File: config.mk
export PLATFORM = sky130hd
export DESIGN_NAME = dht_reader_flat
export DESIGN_NICKNAME = d
export VERILOG_FILES = /design/src/rtl/dht_reader_if.sv /design/src/rtl/dht_reader.sv /design/src/flat_wrapper.sv
export SDC_FILE = /design/constraint.sdc
export NUM_CORES = 1
export LEC_CHECK = 0
export BUFFER_PORTS_ARGS = -buffer_cell sky130_fd_sc_hd__buf_2
export CORE_ASPECT_RATIO = 1.5
export CORE_MARGIN = 3
export CORE_UTILIZATION = 64
export DETAILED_ROUTE_END_ITERATION = 16
export MAX_ROUTING_LAYER = met4
export PLACE_DENSITY = 0.89
export RECOVER_POWER = 50
export SETUP_SLACK_MARGIN = 0.1
export SYNTH_ARGS = -nofsm -noshare
export SYNTH_HDL_FRONTEND = slang
export SYNTH_SLANG_ARGS = --single-unit
File: constraint.sdc
create_clock -name clk -period 9.8 [get_ports clk]
set_input_delay 0.49 -clock clk [delete_from_list [all_inputs] [get_ports clk]]
set_output_delay 0.49 -clock clk [all_outputs]
set_load 0.01 [all_outputs]
File: src/rtl/dht_reader_if.sv
// Host-side handshake bundle for the single-wire humidity/temperature reader.
// master = sensor-display logic, slave = dht_reader.
interface dht_reader_if;
  logic        start;
  logic        busy;
  logic        valid;
  logic [39:0] data;
  logic        error;
  logic [1:0]  err_code;

  modport master (
    output start,
    input  busy,
    input  valid,
    input  data,
    input  error,
    input  err_code
  );

  modport slave (
    input  start,
    output busy,
    output valid,
    output data,
    output error,
    output err_code
  );
endinterface

File: src/rtl/dht_reader.sv
// Single-wire sensor controller: host start pulse, 40-bit pulse-width frame decode,
// checksum verification, timeout and checksum error reporting.
module dht_reader #(
  parameter int CLK_FREQ_HZ   = 50_000_000,
  parameter int START_LOW_US  = 18000,
  parameter int TIMEOUT_US    = 200,
  parameter int BIT_THRESH_US = 50
) (
  input  logic         clk,
  input  logic         rst,
  input  logic         dht_in,
  output logic         dht_oe,
  dht_reader_if.slave  host
);

  localparam int              TICK_DIV    = CLK_FREQ_HZ / 1_000_000;
  localparam int              PRE_W       = (TICK_DIV > 1) ? $clog2(TICK_DIV) : 1;
  localparam logic [PRE_W-1:0] PRE_LAST   = PRE_W'(TICK_DIV - 1);
  localparam logic [15:0]     START_CNT   = 16'(START_LOW_US);
  localparam logic [15:0]     TIMEOUT_CNT = 16'(TIMEOUT_US);
  localparam logic [15:0]     THRESH_CNT  = 16'(BIT_THRESH_US);
  localparam logic [5:0]      LAST_BIT    = 6'd39;

  localparam logic [1:0] ERR_NO_RESP  = 2'b01;
  localparam logic [1:0] ERR_BIT_TO   = 2'b10;
  localparam logic [1:0] ERR_CHECKSUM = 2'b11;

  typedef enum logic [2:0] {
    S_IDLE,
    S_START_LOW,
    S_WAIT_RESP,
    S_RESP_LOW,
    S_RESP_HIGH,
    S_BIT_LOW,
    S_BIT_HIGH,
    S_CHECK
  } state_t;

  state_t            state_q, state_d;
  logic              sync1_q, sync1_d;
  logic              sync2_q, sync2_d;
  logic              level_q, level_d;
  logic              rise_q, rise_d;
  logic              fall_q, fall_d;
  logic [PRE_W-1:0]  pre_q, pre_d;
  logic [15:0]       us_q, us_d;
  logic [5:0]        bit_cnt_q, bit_cnt_d;
  logic [39:0]       shift_q, shift_d;
  logic [39:0]       data_q, data_d;
  logic              dht_oe_q, dht_oe_d;
  logic              busy_q, busy_d;
  logic              valid_q, valid_d;
  logic              error_q, error_d;
  logic [1:0]        err_code_q, err_code_d;

  logic              bit_val;
  logic              timed_out;
  logic [39:0]       shift_in;
  logic [7:0]        frame_byte [5];
  logic [7:0]        sum_byte;
  logic              sum_ok;

  // The high time is measured between two synchronised edges, so the
  // synchroniser delay appears on both ends and cancels out.
  assign bit_val   = (us_q > THRESH_CNT);
  assign timed_out = (us_q > TIMEOUT_CNT);
  assign shift_in  = {shift_q[38:0], bit_val};

  genvar gi;
  generate
    for (gi = 0; gi < 5; gi++) begin : g_frame_bytes
      assign frame_byte[gi] = shift_in[gi*8 +: 8];
    end
  endgenerate

  assign sum_byte = frame_byte[4] + frame_byte[3] + frame_byte[2] + frame_byte[1];
  assign sum_ok   = (sum_byte == frame_byte[0]);

  always_comb begin
    sync1_d    = dht_in;
    sync2_d    = sync1_q;
    level_d    = sync2_q;
    rise_d     = sync2_q & ~level_q;
    fall_d     = ~sync2_q & level_q;
    state_d    = state_q;
    bit_cnt_d  = bit_cnt_q;
    shift_d    = shift_q;
    data_d     = data_q;
    err_code_d = err_code_q;
    valid_d    = 1'b0;
    error_d    = 1'b0;

    case (state_q)
      S_IDLE: begin
        if (host.start) begin
          state_d   = S_START_LOW;
          bit_cnt_d = '0;
          shift_d   = '0;
        end
      end
      S_START_LOW: begin
        if (us_q >= START_CNT) state_d = S_WAIT_RESP;
      end
      S_WAIT_RESP: begin
        if (fall_q) begin
          state_d = S_RESP_LOW;
        end else if (timed_out) begin
          state_d    = S_IDLE;
          error_d    = 1'b1;
          err_code_d = ERR_NO_RESP;
        end
      end
      S_RESP_LOW: begin
        if (rise_q) begin
          state_d = S_RESP_HIGH;
        end else if (timed_out) begin
          state_d    = S_IDLE;
          error_d    = 1'b1;
          err_code_d = ERR_NO_RESP;
        end
      end
      S_RESP_HIGH: begin
        if (fall_q) begin
          state_d = S_BIT_LOW;
        end else if (timed_out) begin
          state_d    = S_IDLE;
          error_d    = 1'b1;
          err_code_d = ERR_NO_RESP;
        end
      end
      S_BIT_LOW: begin
        if (rise_q) begin
          state_d = S_BIT_HIGH;
        end else if (timed_out) begin
          state_d    = S_IDLE;
          error_d    = 1'b1;
          err_code_d = ERR_BIT_TO;
        end
      end
      S_BIT_HIGH: begin
        if (fall_q) begin
          shift_d   = shift_in;
          bit_cnt_d = bit_cnt_q + 6'd1;
          if (bit_cnt_q == LAST_BIT) begin
            // Outputs are registered, so the verdict is computed here and
            // becomes visible during the CHECK cycle.
            state_d = S_CHECK;
            data_d  = shift_in;
            if (sum_ok) begin
              valid_d = 1'b1;
            end else begin
              error_d    = 1'b1;
              err_code_d = ERR_CHECKSUM;
            end
          end else begin
            state_d = S_BIT_LOW;
          end
        end else if (timed_out) begin
          state_d    = S_IDLE;
          error_d    = 1'b1;
          err_code_d = ERR_BIT_TO;
        end
      end
      S_CHECK: begin
        state_d = S_IDLE;
      end
      default: begin
        state_d = S_IDLE;
      end
    endcase

    // Time base restarts on every state change.
    if (state_d != state_q) begin
      pre_d = '0;
      us_d  = '0;
    end else if (pre_q == PRE_LAST) begin
      pre_d = '0;
      us_d  = (us_q == 16'hFFFF) ? us_q : us_q + 16'd1;
    end else begin
      pre_d = pre_q + PRE_W'(1);
      us_d  = us_q;
    end

    dht_oe_d = (state_d == S_START_LOW);
    busy_d   = (state_d != S_IDLE);
  end

  always_ff @(posedge clk) begin
    if (rst) begin
      state_q    <= S_IDLE;
      sync1_q    <= 1'b1;
      sync2_q    <= 1'b1;
      level_q    <= 1'b1;
      rise_q     <= 1'b0;
      fall_q     <= 1'b0;
      pre_q      <= '0;
      us_q       <= '0;
      bit_cnt_q  <= '0;
      shift_q    <= '0;
      data_q     <= '0;
      dht_oe_q   <= 1'b0;
      busy_q     <= 1'b0;
      valid_q    <= 1'b0;
      error_q    <= 1'b0;
      err_code_q <= 2'b00;
    end else begin
      state_q    <= state_d;
      sync1_q    <= sync1_d;
      sync2_q    <= sync2_d;
      level_q    <= level_d;
      rise_q     <= rise_d;
      fall_q     <= fall_d;
      pre_q      <= pre_d;
      us_q       <= us_d;
      bit_cnt_q  <= bit_cnt_d;
      shift_q    <= shift_d;
      data_q     <= data_d;
      dht_oe_q   <= dht_oe_d;
      busy_q     <= busy_d;
      valid_q    <= valid_d;
      error_q    <= error_d;
      err_code_q <= err_code_d;
    end
  end

  assign dht_oe        = dht_oe_q;
  assign host.busy     = busy_q;
  assign host.valid    = valid_q;
  assign host.data     = data_q;
  assign host.error    = error_q;
  assign host.err_code = err_code_q;

endmodule

File: src/flat_wrapper.sv
// flat-port wrapper written by rule: the top's interface ports become plain ports
module dht_reader_flat 
#(
  parameter int CLK_FREQ_HZ   = 50_000_000,
  parameter int START_LOW_US  = 18000,
  parameter int TIMEOUT_US    = 200,
  parameter int BIT_THRESH_US = 50
)
  (clk, rst, dht_in, dht_oe, host_start, host_busy, host_valid, host_data, host_error, host_err_code);
  dht_reader_if host_i ();
  input  logic clk;
  input  logic rst;
  input  logic dht_in;
  output logic dht_oe;
  input wire logic [$bits(host_i.start)-1:0] host_start;
  output wire logic [$bits(host_i.busy)-1:0] host_busy;
  output wire logic [$bits(host_i.valid)-1:0] host_valid;
  output wire logic [$bits(host_i.data)-1:0] host_data;
  output wire logic [$bits(host_i.error)-1:0] host_error;
  output wire logic [$bits(host_i.err_code)-1:0] host_err_code;
  assign host_i.start = host_start;
  assign host_busy = host_i.busy;
  assign host_valid = host_i.valid;
  assign host_data = host_i.data;
  assign host_error = host_i.error;
  assign host_err_code = host_i.err_code;
  dht_reader #(.CLK_FREQ_HZ(CLK_FREQ_HZ), .START_LOW_US(START_LOW_US), .TIMEOUT_US(TIMEOUT_US), .BIT_THRESH_US(BIT_THRESH_US)) u_core (.clk(clk), .rst(rst), .dht_in(dht_in), .dht_oe(dht_oe), .host(host_i));
endmodule
Word level (Yosys, flattened, before mapping)
Index checks and enable logic that the tools add are counted.
Cells by class
  add/sub/neg operators: 6
  $lt $le $gt $ge: 3
  equal/unequal tests: 20
  mux-type cells: 33
  bitwise gates (word level): 8
  reduce and logical (&&, ||, !) cells: 13
Operators by type and width (count)
  39-bit 2-to-1 mux: 2
  39-bit one-hot mux with 2 select lines: 1
  8-bit adder: 3
  3-bit 2-to-1 mux: 8
  3-bit one-hot mux with 8 select lines: 1
  2-bit 2-to-1 mux: 9
  16-bit by 1-bit adder with 16-bit output, second input constant: 1
  16-bit equality test, second input constant: 1
  16-bit by 15-bit greater-or-equal comparator with 1-bit output, second input constant: 1
  16-bit by 6-bit greater-than comparator with 1-bit output, second input constant: 1
  16-bit by 8-bit greater-than comparator with 1-bit output, second input constant: 1
  6-bit by 1-bit adder with 6-bit output, second input constant: 2
  3-bit equality test, second input constant: 4
  6-bit equality test, second input constant: 2
  6-bit 2-to-1 mux: 2
  6-bit one-hot mux with 2 select lines: 1
  8-bit equality test: 1
  2-bit inequality test, second input constant: 4
  2-bit one-hot mux with 4 select lines: 1
  1-bit 2-to-1 mux: 7
  3-bit by 1-bit equality test with 1-bit output, second input constant: 2
  3-bit by 2-bit equality test with 1-bit output, second input constant: 2
  3-bit inequality test, second input constant: 2
  1-bit NOT: 6
  14 further kinds: 18
Storage, ports and cells
  flip-flop bits (word level): 121
  bits of input ports: 4
  word-level logic and storage cells: 99

Longest topological paths before layout
  depth after elaboration: 8
  mapped depth: 12
  depth with buffers taken out: 12

Worst setup path after synthesis
Ideal clock, no wire load.
  path type: flip-flop to flip-flop
  start point: register u_core.shift_q[8]
  end point: register u_core.err_code_q[1] (netlist: u_core.host.err_code[1])
  library setup time: 139 ps
  data arrival time: 3397 ps
  setup slack: 6264 ps
  cell stages (with the launch flop): 13
  buffers on the path: 0
  clock period less this slack: 3536 ps
  cell sequence: dfxtp_1 -> fa_1 -> inv_1 -> fa_1 -> inv_1 -> ha_1 -> fa_1 -> a21o_1 -> a21oi_1 -> xnor2_1 -> or3b_2 -> o31ai_1 -> a221oi_1
On the way
  longest elaborated chain between the ends: 4
Ends and longest elaborated chain
  start, declared: RTL line dht_reader.sv:48  | logic [39:0] shift_q, shift_d;
  start signal, assigned: RTL line dht_reader.sv:216  | shift_q <= shift_d;
  8-bit adder: RTL line dht_reader.sv:76  | assign sum_byte = frame_byte[4] + frame_byte[3] + frame_byte[2] + frame_byte[1];
  8-bit equality test: RTL line dht_reader.sv:77  | assign sum_ok = (sum_byte == frame_byte[0]);
  3-bit inequality test (no line)
  6-bit AND reduction (no line)
  end signal, assigned: RTL line dht_reader.sv:222  | err_code_q <= err_code_d;
  end, declared: RTL line dht_reader.sv:54  | logic [1:0] err_code_q, err_code_d;
Every way passes these cells.
A chain may end at the register's enable or synchronous reset.

Final worst setup path
Ends and elaborated chain as after synthesis.

==> results.md <==
- Status: finished with violations
- Failing checks: max-capacitance violations, max-slew violations
- Share of the synthesized area in the top cell type: roughly 44%
- Worst Tran Pin Value: around 3.8 ns
- Final Total Pwr: roughly 1.1 mW
- Drt via density: just under 6
- Cells after DPL: 760
- Fillcell total: around 610
- Post-synth design cell area: ~0.0055 mm^2
- CTS max path bufs: 2
- 1st-pass router iterations: 8
- Reg2reg end: u_core.host.err_code[1]$_SDFFE_PP0P_
- Root Buffer: clkbuf_16
- Post-synth ARST share: 0%
- Fin crit period: around 4 ns
- Hold_sp: dht_in
- CTS buffer count: 17
- Post-CTS Resized: 0
- Depth of the worst hold-timing path: 2
- Leak pwr: 2.25 nW
- Boundary Pins: 50
- Initial antenna violation count: 0
- Highest Clock Rate: around 250 MHz
- Number of H-tree levels: 4
- Layout cell share with drive strength beyond 1: slightly above 8%
- First-pass GRT wire length: about 21 mm
- Largest net degree at the start of global routing: 96
- Initial core utilization: 67.1%
- Worst min-delay path category: in -> reg
- Final setup viols: 0
- Required @ worst endpoint: between 9 and 10 ns
- ANT nets after route: 0
- Final Util: 76.5%
- Antenna Cells: 0
- CP Class: reg -> reg
- TritonCTS clock tree: yes
- Clock sinks: 121
- Yosys warns: 0
- Final setup TNS: 0 ns
- Total GRT Usage: between 20% and 30%
- Fin crit share: between 40% and 50%
- Skew-Pair Late Insertion Delay: between 0.4 and 0.5 ns
- Seq/Total Area, Yosys: ~44%
- Setup repair after global routing missed its margin: false
- Post-synthesis register bit count: approximately 120
- Ys flop type: dfxtp_1
- Syn_nets: slightly below 700
- Multi-input logic area: approximately 0.0028 mm^2
- Final Hold Viols: 0
- Max Cap Violations: 1
- Clk slew on worst S/H paths: approximately 0.06 ns
- Fin cells: roughly 800
- Die height: 120 um
- Area Growth Syn to Fin: 13.9%
- Vias in the first global route: around 4400
- Top cells by area, synth: dfxtp_1 44%, nand2_1 6.7%, nor2_1 6.0%
- Vias: 4654
- FP Rows: 40
- Max rail drop VDD: around 0.18 mV
- Critical path arrival: 4.05 ns
- Critical Path End Type: register
- R2r setup slk: just under 6 ns
- Global route overflow: 0
- Post-route clock skew: 0.00645 ns
- Crit start category: register
- EDFF count, synth: 0
- Hold buffers post-CTS: 0
- RD Place Congestion: 0.886
- Die footprint: 0.00978 mm^2
- Distinct cell type count after synthesis: 54
- Initial DRC count: 356
- PwrDens: approximately 180 mW/mm^2
- Max Transition Viols Final: 96
- Total Wirelength: between 10 and 15 mm
- Reg2Reg Depth: 12
- Worst Hold End: u_core.sync1_q$_SDFF_PP1_
- Core Box Area: approximately 0.0082 mm^2
- Max-slew headroom: -152%
- IO Port Bufs: 49
- Launching point of the worst reg2reg path: u_core.shift_q[8]$_SDFFE_PP0P_
- CP Max Fanout: 4
- Final #Nets: between 700 and 800
- Yosys top cell by area: dfxtp_1
- HPWL after DPL: 8.24 mm
- Storage cell area: approximately 0.0024 mm^2
- Cells after synthesis: approximately 640
- DR WL/cell: 15.8 um
- Average size of a mapped cell: 8.57 um^2
- Die W: about 82 um
- Postcts setup bufs: 0
- Drt drc: 0
- CP Launch Point: u_core.shift_q[8]$_SDFFE_PP0P_
routing by layer:
| layer | global-route usage (%) | vias up | share of wire, % |
|---|---|---|---|
| met5 | - | - | 0 |
| met4 | 12.0 | 0 | 3.1 |
| met3 | 8.11 | 38 | 5.4 |
| met2 | 45.3 | 156 | 51 |
| met1 | 32.5 | 2202 | 41 |
| li1 | - | 2258 | - |
sequential cells by signal (all words and copies together), names as in the netlist:
register and flops:
u_core.bit_cnt_q 6, u_core.dht_oe 1, u_core.fall_q 1, u_core.host.busy 1
u_core.host.data 40, u_core.host.err_code 2, u_core.host.error 1, u_core.host.valid 1
u_core.level_d 1, u_core.level_q 1, u_core.pre_q 6, u_core.rise_q 1
u_core.shift_q 39, u_core.state_q 3, u_core.sync1_q 1, u_core.us_q 16
kinds of logic after synthesis:
logic type,count (synthesis),share of synthesized area (%)
compound gates,139,16.4
xor+xnor,37,5.88
fa+ha+maj,26,7.81
buf+inv,64,4.79
flops,121,44.0
simple gates,256,21.1
worst max-delay path, stage by stage, from the launching register on:
cell and delay (ns):
dfxtp_1 0.35, fa_1 0.56, inv_1 0.06, fa_1 0.49, inv_1 0.04, ha_1 0.22, fa_1 0.41, a21o_1 0.17
a21oi_1 0.20, xnor2_1 0.15, or3b_2 0.46, o31ai_1 0.37, a221oi_1 0.16
cell usage after synthesis, drive strengths merged (2+ instances only):
cell	count
nor3	7
nand2b	3
clkbuf	24
dfxtp	121
inv	23
or2	4
nand3	15
a31o	2
o311ai	3
o21ai	12
a22oi	39
nand3b	2
nor2	88
nor4	3
xor2	21
a21oi	57
o211ai	3
nor2b	4
buf	17
a21o	5
a31oi	2
ha	12
and4	2
xnor2	16
or3	5
and2	2
o22ai	2
a2111oi	2
nor3b	3
and3	4
fa	14
nand2	99
a211oi	5
nand4	11
a221oi	3
per-stage QoR:
step | cell area [um^2] | hold WS [ns] | setup WS, ns
floorplan | 5510 | 0.389 | 6.26
global placement | 5750 | 0.395 | 6.09
detailed placement | 5750 | 0.396 | 5.96
CTS | 6340 | 0.249 | 5.98
global route | 6280 | 0.262 | 5.50
finish | 6280 | 0.256 | 5.83
cell usage in the layout (no fill, tap or decap), types with 4 or more instances in the layout:
master | netlist | routed
or2_2 | 4 | 4
ha_1 | 12 | 12
and3_1 | 4 | 4
clkbuf_1 | 24 | 47
xnor2_1 | 16 | 16
inv_1 | 23 | 23
nand3_1 | 13 | 13
clkinvlp_4 | 0 | 4
xor2_1 | 21 | 21
clkbuf_16 | 0 | 17
a21oi_1 | 57 | 57
dfxtp_1 | 121 | 121
a21o_1 | 5 | 5
or3_1 | 5 | 5
nor3_1 | 7 | 6
o21ai_0 | 12 | 12
a22oi_1 | 39 | 39
nand4_1 | 10 | 10
nand2_1 | 99 | 99
fa_1 | 14 | 14
nor2_1 | 88 | 88
cell type report:
class / count / share of cell area [%]
clock buffer: 18 / 7.00
sequential: 121 / 38.6
inverter: 23 / 1.38
timing repair buffer: 53 / 3.41
tap: 105 / 2.09
clock inverter: 14 / 2.37
multi-input combinational: 458 / 45.2
power by group:
| group | switching [mW] | internal, mW |
|---|---|---|
| Clock | 0.232 | 0.381 |
| Sequential | 0.00259 | 0.495 |
| Combinational | 0.0168 | 0.00521 |
how the worst max path moves through the flow:
stage	to	slack, ns	cells after the start
final	u_core.host.err_code[1]$_SDFFE_PP0P_	5.83	12
after global routing	u_core.us_q[7]$_SDFFE_PP0P_	5.50	5
after CTS	u_core.host.err_code[1]$_SDFFE_PP0P_	5.98	12
after detailed placement	u_core.host.err_code[1]$_SDFFE_PP0P_	5.96	12
after global placement	u_core.host.err_code[1]$_SDFFE_PP0P_	6.09	12
after floorplan	u_core.host.err_code[1]$_SDFFE_PP0P_	6.26	12
Power figures use the tool's default switching activity.
